<file path="src/rtl/col_ro_pkg.sv">
// Shared types and constants for the pixel column readout controller.
// Optional macro COL_TRAILER_EN adds the TRAIL state (per-trigger trailer word).
package col_ro_pkg;

    localparam int DATA_W   = 46;
    localparam int HIT_W    = 5;
    localparam int COL_W    = 4;
    localparam int MAX_HITS = 16;
    localparam int TIMER_W  = 4;

    // Trailer word layout, MSB-first: {hitCnt, colAddr, zero padding}
    localparam int TRL_HITCNT_LSB = DATA_W - HIT_W;          // bits 45:41
    localparam int TRL_COL_LSB    = TRL_HITCNT_LSB - COL_W;  // bits 40:37

    typedef enum logic [2:0] {
        ST_IDLE   = 3'd0,
        ST_SETTLE = 3'd1,
        ST_SAMPLE = 3'd2,
        ST_PUSH   = 3'd3,
        ST_POP    = 3'd4,
        ST_GAP    = 3'd5
`ifdef COL_TRAILER_EN
        ,
        ST_TRAIL  = 3'd6
`endif
    } colState_t;

    // The column can report more hits than it physically holds; never read past 16.
    function automatic logic [HIT_W-1:0] clampHits(input logic [HIT_W-1:0] hits);
        return (hits > HIT_W'(MAX_HITS)) ? HIT_W'(MAX_HITS) : hits;
    endfunction

    // Assemble a trailer word from the hit count and column address.
    function automatic logic [DATA_W-1:0] trailerWord(input logic [HIT_W-1:0] hitCnt,
                                                      input logic [COL_W-1:0] colAddr);
        logic [DATA_W-1:0] w;
        w = '0;
        w[TRL_HITCNT_LSB +: HIT_W] = hitCnt;
        w[TRL_COL_LSB +: COL_W]    = colAddr;
        return w;
    endfunction

endpackage

</file>
<file path="src/rtl/col_trig_counter.sv">
// Pending-trigger counter: counts accepted l1a requests not yet served and
// raises a sticky overflow flag when a request arrives with no room left.
module col_trig_counter #(
    parameter int DEPTH = 4,
    localparam int CNT_W = $clog2(DEPTH + 1)
) (
    input  logic             clk,
    input  logic             srst,
    input  logic             inc,
    input  logic             deq,
    output logic [CNT_W-1:0] count,
    output logic             ovf
);

    logic [CNT_W-1:0] countReg;
    logic [CNT_W-1:0] countNext;
    logic             ovfReg;
    logic             dropNow;

    // Next count; a simultaneous request and dequeue cancel out and never drop.
    always_comb begin
        countNext = countReg;
        dropNow   = 1'b0;
        if (inc && !deq) begin
            if (countReg == CNT_W'(DEPTH)) begin
                dropNow = 1'b1;
            end else begin
                countNext = countReg + 1'b1;
            end
        end else if (deq && !inc) begin
            countNext = countReg - 1'b1;
        end
    end

    // Count and sticky overflow registers.
    always_ff @(posedge clk) begin
        if (srst) begin
            countReg <= '0;
            ovfReg   <= 1'b0;
        end else begin
            countReg <= countNext;
            if (dropNow) begin
                ovfReg <= 1'b1;
            end
        end
    end

    assign count = countReg;
    assign ovf   = ovfReg;

endmodule

</file>
<file path="src/rtl/col_read_ctrl.sv">
// Column readout controller: on each trigger waits for the column chain to
// settle, samples the hit count, then streams up to 16 hit words out over a
// valid/ready port, popping the column once per accepted word.
// Optional macro COL_TRAILER_EN: append a {hitCnt, colAddr} trailer per trigger.
module col_read_ctrl
    import col_ro_pkg::*;
#(
    parameter int SETTLE    = 4,
    parameter int READGAP   = 2,
    parameter int TRIGDEPTH = 4
) (
    input  logic              clkRO,
    input  logic              reset,
    input  logic [COL_W-1:0]  colAddrIn,
    input  logic              l1a,
    input  logic [DATA_W-1:0] dnData,
    input  logic [HIT_W-1:0]  dnHits,
    output logic              dnRead,
    output logic [DATA_W-1:0] outData,
    output logic              outValid,
    input  logic              outReady,
    output logic              outTrailer,
    output logic              busy,
    output logic              trigOvf
);

    localparam int CNT_W = $clog2(TRIGDEPTH + 1);

    colState_t          stateReg,     stateNext;
    logic [TIMER_W-1:0] timerReg,     timerNext;
    logic [HIT_W-1:0]   remainingReg, remainingNext;
    logic [HIT_W-1:0]   hitCntReg,    hitCntNext;
    logic [DATA_W-1:0]  outDataReg,   outDataNext;
    logic               outValidReg,  outValidNext;
    logic               outTrailerReg, outTrailerNext;
    logic               dnReadNext;
    logic               dequeue;
    logic [CNT_W-1:0]   trigCount;
    logic [HIT_W-1:0]   sampledHits;

    assign dequeue     = (stateReg == ST_IDLE) && (trigCount != '0);
    assign sampledHits = clampHits(dnHits);

    col_trig_counter #(
        .DEPTH (TRIGDEPTH)
    ) u_trigCounter (
        .clk   (clkRO),
        .srst  (reset),
        .inc   (l1a),
        .deq   (dequeue),
        .count (trigCount),
        .ovf   (trigOvf)
    );

    // Next-state, datapath and strobe logic; registers hold unless a state says otherwise.
    always_comb begin
        stateNext      = stateReg;
        timerNext      = timerReg;
        remainingNext  = remainingReg;
        hitCntNext     = hitCntReg;
        outDataNext    = outDataReg;
        outValidNext   = outValidReg;
        outTrailerNext = outTrailerReg;
        dnReadNext     = 1'b0;
        unique case (stateReg)
            ST_IDLE: begin
                if (dequeue) begin
                    timerNext = TIMER_W'(SETTLE - 1);
                    stateNext = ST_SETTLE;
                end
            end
            ST_SETTLE: begin
                if (timerReg == '0) begin
                    stateNext = ST_SAMPLE;
                end else begin
                    timerNext = timerReg - 1'b1;
                end
            end
            ST_SAMPLE: begin
                remainingNext = sampledHits;
                hitCntNext    = sampledHits;
                if (sampledHits == '0) begin
`ifdef COL_TRAILER_EN
                    outDataNext    = trailerWord(sampledHits, colAddrIn);
                    outValidNext   = 1'b1;
                    outTrailerNext = 1'b1;
                    stateNext      = ST_TRAIL;
`else
                    stateNext      = ST_IDLE;
`endif
                end else begin
                    outDataNext  = dnData;
                    outValidNext = 1'b1;
                    stateNext    = ST_PUSH;
                end
            end
            ST_PUSH: begin
                if (outValidReg && outReady) begin
                    outValidNext = 1'b0;
                    stateNext    = ST_POP;
                end
            end
            ST_POP: begin
                dnReadNext    = 1'b1;
                remainingNext = remainingReg - 1'b1;
                timerNext     = TIMER_W'(READGAP - 1);
                stateNext     = ST_GAP;
            end
            ST_GAP: begin
                if (timerReg != '0) begin
                    timerNext = timerReg - 1'b1;
                end else if (remainingReg != '0) begin
                    outDataNext  = dnData;
                    outValidNext = 1'b1;
                    stateNext    = ST_PUSH;
                end else begin
`ifdef COL_TRAILER_EN
                    outDataNext    = trailerWord(hitCntReg, colAddrIn);
                    outValidNext   = 1'b1;
                    outTrailerNext = 1'b1;
                    stateNext      = ST_TRAIL;
`else
                    stateNext      = ST_IDLE;
`endif
                end
            end
`ifdef COL_TRAILER_EN
            ST_TRAIL: begin
                if (outValidReg && outReady) begin
                    outValidNext   = 1'b0;
                    outTrailerNext = 1'b0;
                    stateNext      = ST_IDLE;
                end
            end
`endif
            default: begin
                stateNext = ST_IDLE;
            end
        endcase
    end

    // State and datapath registers.
    always_ff @(posedge clkRO) begin
        if (reset) begin
            stateReg      <= ST_IDLE;
            timerReg      <= '0;
            remainingReg  <= '0;
            hitCntReg     <= '0;
            outDataReg    <= '0;
            outValidReg   <= 1'b0;
            outTrailerReg <= 1'b0;
        end else begin
            stateReg      <= stateNext;
            timerReg      <= timerNext;
            remainingReg  <= remainingNext;
            hitCntReg     <= hitCntNext;
            outDataReg    <= outDataNext;
            outValidReg   <= outValidNext;
            outTrailerReg <= outTrailerNext;
        end
    end

    // The pop strobe is a pure decode of POP, so it can only last one cycle.
    assign dnRead   = dnReadNext;
    assign outData  = outDataReg;
    assign outValid = outValidReg;
    assign busy     = (stateReg != ST_IDLE) || (trigCount != '0);

`ifdef COL_TRAILER_EN
    assign outTrailer = outTrailerReg;
`else
    // Without trailers the column address and hit count have no consumer.
    logic unusedSink;
    assign unusedSink = ^{colAddrIn, hitCntReg, outTrailerReg};
    assign outTrailer = 1'b0;
`endif

endmodule

</file>
<file path="config.mk">
export PLATFORM = sky130hd
export DESIGN_NAME = col_read_ctrl
export DESIGN_NICKNAME = d
export VERILOG_FILES = /design/src/rtl/col_ro_pkg.sv /design/src/rtl/col_trig_counter.sv /design/src/rtl/col_read_ctrl.sv
export SDC_FILE = /design/constraint.sdc
export NUM_CORES = 1
export LEC_CHECK = 0
export CORE_MARGIN = 3
export CORE_UTILIZATION = 40
export CTS_CLUSTER_SIZE = 25
export DETAILED_ROUTE_END_ITERATION = 10
export GPL_TIMING_DRIVEN = 0
export HOLD_SLACK_MARGIN = 0.12
export PLACE_DENSITY = 0.77
export SKIP_LAST_GASP = 1
export SLEW_MARGIN = 0
export SYNTH_ARGS = -nofsm -noshare
export SYNTH_HDL_FRONTEND = slang
export SYNTH_HIERARCHICAL = 1
export SYNTH_SLANG_ARGS = --single-unit
</file>
<file path="constraint.sdc">
create_clock -name clkRO -period 2.2 [get_ports clkRO]
set_input_delay 0.44 -clock clkRO [delete_from_list [all_inputs] [get_ports clkRO]]
set_output_delay 0.44 -clock clkRO [all_outputs]
set_load 0.005 [all_outputs]
</file>
# After elaboration in Yosys (flattened, before gate mapping)
# Index checks and enable logic that the tools add are counted.
[word_totals]
regBits = 63
in_bits = 59
out_inout_bits = 51
wordCells = 79
[classes]
n_addsub = 4
order_cmp = 1
n_eq_ne = 15
n_mux = 28
reduce_logical = 24
[op_table]
columns = ["cell", "n"]
rows = [
  ["$mux W46", 3],
  ["$pmux W46 S2", 1],
  ["$mux W3", 7],
  ["$pmux W3 S6", 1],
  ["$ne A2 B2 Y1 const B", 8],
  ["$pmux W4 S4", 1],
  ["$mux W4", 3],
  ["$reduce_and A4 Y1", 3],
  ["$pmux W5 S2", 1],
  ["$eq A3 B3 Y1 const B", 3],
  ["$reduce_bool A3 Y1", 3],
  ["$reduce_bool A4 Y1", 2],
  ["$mux W1", 7],
  ["$eq A3 B2 Y1 const B", 2],
  ["$reduce_bool A2 Y1", 3],
  ["$gt A5 B5 Y1 const B", 1],
  ["$logic_not A5 Y1", 1],
  ["$mux W5", 1],
  ["$reduce_and A5 Y1", 1],
  ["$reduce_bool A5 Y1", 1],
  ["$sub A5 B1 Y5 const B", 1],
  ["$logic_and A1 B1 Y1", 4],
  ["$logic_not A4 Y1", 1],
  ["$mux W2", 2],
  ["other kinds (10)", 11],
]

# Depth between registers and ports, before layout
[depth]
ltp_word = 6
ltp_mapped = 8
depth_no_buf = 8

# Hierarchy
# Netlist, hierarchy kept.
[modules_own_cells]
columns = ["mod", "n_inst", "cells_per_inst", "area_per_inst_um2"]
rows = [
  ["col_read_ctrl", 1, 303, 2628.8],
  ["col_trig_counter", 1, 26, 242.7],
]

# Worst setup path before layout
# Ideal clock, no wire load.
[synth_timing]
kind = "register to register"
start = "register u_trigCounter.countReg[0], in the netlist u_trigCounter/count[0]"
end = "register u_trigCounter.countReg[2], in the netlist u_trigCounter/count[2]"
arrival_time_ps = 2142
required_time_ps = 2097
slack_ps = -46
path_stages_with_launch = 9
period_less_slack_ps = 2246
path_cell_list = "dfxtp_1 > nor3_1 > nor2b_1 > and2b_1 > inv_1 > fa_1 > nor3b_2 > a211oi_1 > a2111oi_2"
[synth_via]
elab_chain_cells = 6
elab_cells_between_ends = 14
cone_classes = "2 x add/sub; 2 x eq/ne; 3 x mux; 7 x reduce/logical"
[synth_lines]
columns = ["item", "line_no", "text"]
rows = [
  ["start, declared", "col_trig_counter.sv:15", "logic [CNT_W-1:0] countReg;"],
  ["start signal, assigned", "col_trig_counter.sv:41", "countReg <= countNext;"],
  ["$reduce_bool A3 Y1 (*)", "col_read_ctrl.sv:41", "assign dequeue = (stateReg == ST_IDLE) && (trigCount != '0);"],
  ["$logic_and A1 B1 Y1 (*)", "col_read_ctrl.sv:41", ""],
  ["via dequeue", "col_read_ctrl.sv:37", "logic dequeue;"],
  ["$logic_not A1 Y1", "col_trig_counter.sv:24", "if (inc && !deq) begin"],
  ["$logic_and A1 B1 Y1", "col_trig_counter.sv:24", ""],
  ["$ne A2 B2 Y1 (no source line) or $reduce_bool A2 Y1 (tied branches)", "--", ""],
  ["$reduce_and A2 Y1 (no source line)", "--", ""],
]
# The timed path passes the listed nets; every way through them passes the cells marked *. The select of a mux whose other input is x is not followed.
# A chain may end at the register's enable or synchronous reset.

# Worst setup path after layout
[layout_timing]
start = "register u_trigCounter.countReg[2], in the netlist u_trigCounter/count[2]"
end = "output port busy"
[layout_via]
elab_chain_cells = 2
[layout_lines]
columns = ["item", "line_no", "text"]
rows = [
  ["$reduce_bool A3 Y1", "col_read_ctrl.sv:167", "assign busy = (stateReg != ST_IDLE) || (trigCount != '0);"],
  ["$logic_or A1 B1 Y1", "col_read_ctrl.sv:167", ""],
  ["end, declared", "col_read_ctrl.sv:23", "output logic busy,"],
]
# No other way between the ends.

==> metrics.txt <==
# rows 30; final core utilization 63.68%; CP Capture Type output pin; Syn Nets 392; hold wc startpoint outData[30]$_SDFFE_PP0P_; setup tns final 0 ns; # diodes 0; Yosys reg bits 63; vias per inst 4.835; Post-synth top cells 97 x nand2_1, 63 x dfxtp_1, 46 x mux2i_1; count leader, synth nand2_1; Final Max Slew Viols 0; Synth cell types 46; hold path endpoint outData[30]$_SDFFE_PP0P_; wirelength, routed 7.608 mm; Mapped Area 2872 um2; final setup fails 0; GRT Util Overall 18.93%; Clock Latency Late Sink 0.34 ns; Layout Nets 513; P&R area growth vs syn 52.33%; HP Class reg2reg; cell area power density 1116 nW/um2; Yosys Warn Count 6; Die W 90.73 um; Post-synth top flop dfxtp_1; critical path data required time 1.76 ns; CORE AREA 6869 um2; initial DRC count 118; cell leakage power 1.931 nW; CP startpoint kind flop; minimum clock period 2.106 ns; sequential fraction of the synthesis area 43.92%; via count 2664; ranking of synthesized cells by area dfxtp_1 44%, mux2i_1 16%, nand2_1 13%; DR pass1 iterations 4; Worst R2R Path Depth 8; Clock transition at path regs 0.07 ns; Clock Sinks 63; Async SR Flop Fraction 0%; layout cells sized above 1 10.33%; worst rel slew slack 54.97%; hold_ws 0.4576 ns; CTS root buf clkbuf_8; syn_area_per_cell 8.728 um2; TritonCTS buffer count 9; antenna violations before repair 0; Final Wtd Congestion 0.8330; number of global-route vias before repair 2701; first-pass GRT wire length 12.62 mm; CP peak stage delay 0.44 ns; # H-tree levels 3; die area 8231 um2; critical path's slowest cell clkdlybuf4s50_1; die height 90.73 um; critical path start-end classification reg2out; maximum buffer depth of the clock tree 2; TritonCTS clock tree yes; crit-path max FO 6; cell depth of the worst hold path 2; I/O Buffers 104; Post-CTS Hold Fix Bufs 0; Synth top area share 43.92%; ANT nets after route 0; Residual DRC 0; GRT overflow 0; actual slew at the worst max-slew pin 0.6740 ns; Max rail drop VDD 0.4849 mV; status completed; Final Hold Viols 0; dpl hpwl 5.590 mm; Fmax 0.4749 GHz; Worst Skew 0.008000 ns; Starting Density 41.80%; pin count of the biggest net entering global routing 12; largest area contributor in the netlist dfxtp_1; CP Cell Sequence nor3_4 -> and2_4 -> inv_1 -> clkdlybuf4s50_1; Mapped Cells 329; Ports 110; FF-to-FF setup slack 0.13 ns; RR Endpoint u_trigCounter/count[2]$_SDFFE_PP0P_; worst r2r src stateReg[0]$_SDFFE_PP0P_; post-DR wirelength/cell 13.81 um; Pwr Total 4.880 mW; Maximum Capacitance Violations 0; Worst Path Arrival 1.67 ns; EDFF count, synth 0; fin crit share 95.72%
[metal layers]
metal / track usage, % / vias to the layer above / routed length [um]
li1: - / 1350 / -
met1: 20.52 / 1215 / 3054
met2: 31.81 / 89 / 3713
met3: 9.667 / 10 / 747
met4: 6.378 / 0 / 93
met5: 0 / - / 0
[stage by stage]
| step | instances | worst slack, ns | cell area [um2] |
|---|---|---|---|
| finish | 551 | 0.09419 | 4374 |
| global route | 551 | -0.01396 | 4374 |
| CTS | 550 | 0.01783 | 4335 |
| detailed placement | 529 | -0.3396 | 4038 |
| global placement | 529 | -0.3092 | 4038 |
| floorplan | 329 | 0.05576 | 2877 |
[worst max-delay path: cells and delay by family (launching register included)]
kind / cells / cell delay [ns]
flip-flops: 1 / 0.36
AND/OR/NAND/NOR: 2 / 0.46
buffers and inverters: 2 / 0.51
[sequential cells by signal, indices dropped and copies added, names as in the netlist]
register             count
remainingReg             5
u_trigCounter/ovf        1
stateReg                 3
outData                 46
u_trigCounter/count      3
timerReg                 4
outValid                 1
[worst max-delay path by stage]
stage,startpoint,to,slack (ns),cells after the start
finish,u_trigCounter/count[2]$_SDFFE_PP0P_,busy,0.09,4
global route,stateReg[0]$_SDFFE_PP0P_,u_trigCounter/count[2]$_SDFFE_PP0P_,-0.01,8
CTS,u_trigCounter/count[0]$_SDFFE_PP0P_,busy,0.02,4
detailed placement,l1a,u_trigCounter/count[2]$_SDFFE_PP0P_,-0.34,7
global placement,l1a,u_trigCounter/count[2]$_SDFFE_PP0P_,-0.31,7
floorplan,u_trigCounter/count[0]$_SDFFE_PP0P_,u_trigCounter/count[2]$_SDFFE_PP0P_,0.06,8
[logic make-up (layout without fill, tap and decap cells)]
kind of cell    after synthesis  after routing  share of synthesized area [%]
compound gates               40             40                          9.847
buf+inv                      32            158                          5.490
other cells                   1              1                         0.1306
fa+ha+maj                     4              4                          2.005
flops                        63             63                          43.92
simple gates                141            141                          21.96
mux                          46             46                          16.03
xor+xnor                      2              2                         0.6101
[repair_timing]
action,4_1_cts,5_1_grt
pin swaps,3,4
gates resized for setup,11,8
setup buffers,5,1
endpoints found under the setup margin,3,2
[power by group]
group	total (mW)	internal (mW)	switching, mW
Combinational	2.04	1.13	0.912
Sequential	1.64	1.42	0.217
Clock	1.20	0.751	0.449
[placed cells by master (no fill, tap or decap), drive strengths merged, types with 2 or more instances in the layout]
cell type	netlist	final
xor2	2	2
nor2	17	17
nand3b	2	2
a311oi	2	2
clkdlybuf4s50	0	103
inv	12	12
bufinv	0	3
a221oi	4	4
a2111oi	2	2
o21bai	2	2
a21oi	13	13
nor3b	3	3
clkinv	1	4
or3	2	2
clkbuf	12	22
ha	3	3
or3b	2	2
nor3	5	5
buf	7	13
nand2	97	97
a211oi	5	5
mux2i	46	46
nor2b	4	4
dfxtp	63	63
o21ai	6	6
a31oi	2	2
[area by class of cell]
type	instances	area (um2)
flip-flops and latches	63	1267
repair buffers	110	1085
inverters	13	53.80
multi-input cells	234	1498
clock inverters	6	108.9
fillers	589	2495
well taps	96	120.1
plain buffers	19	113.9
clock buffers	10	127.6
Note: power is estimated with default switching activity, not from simulation.
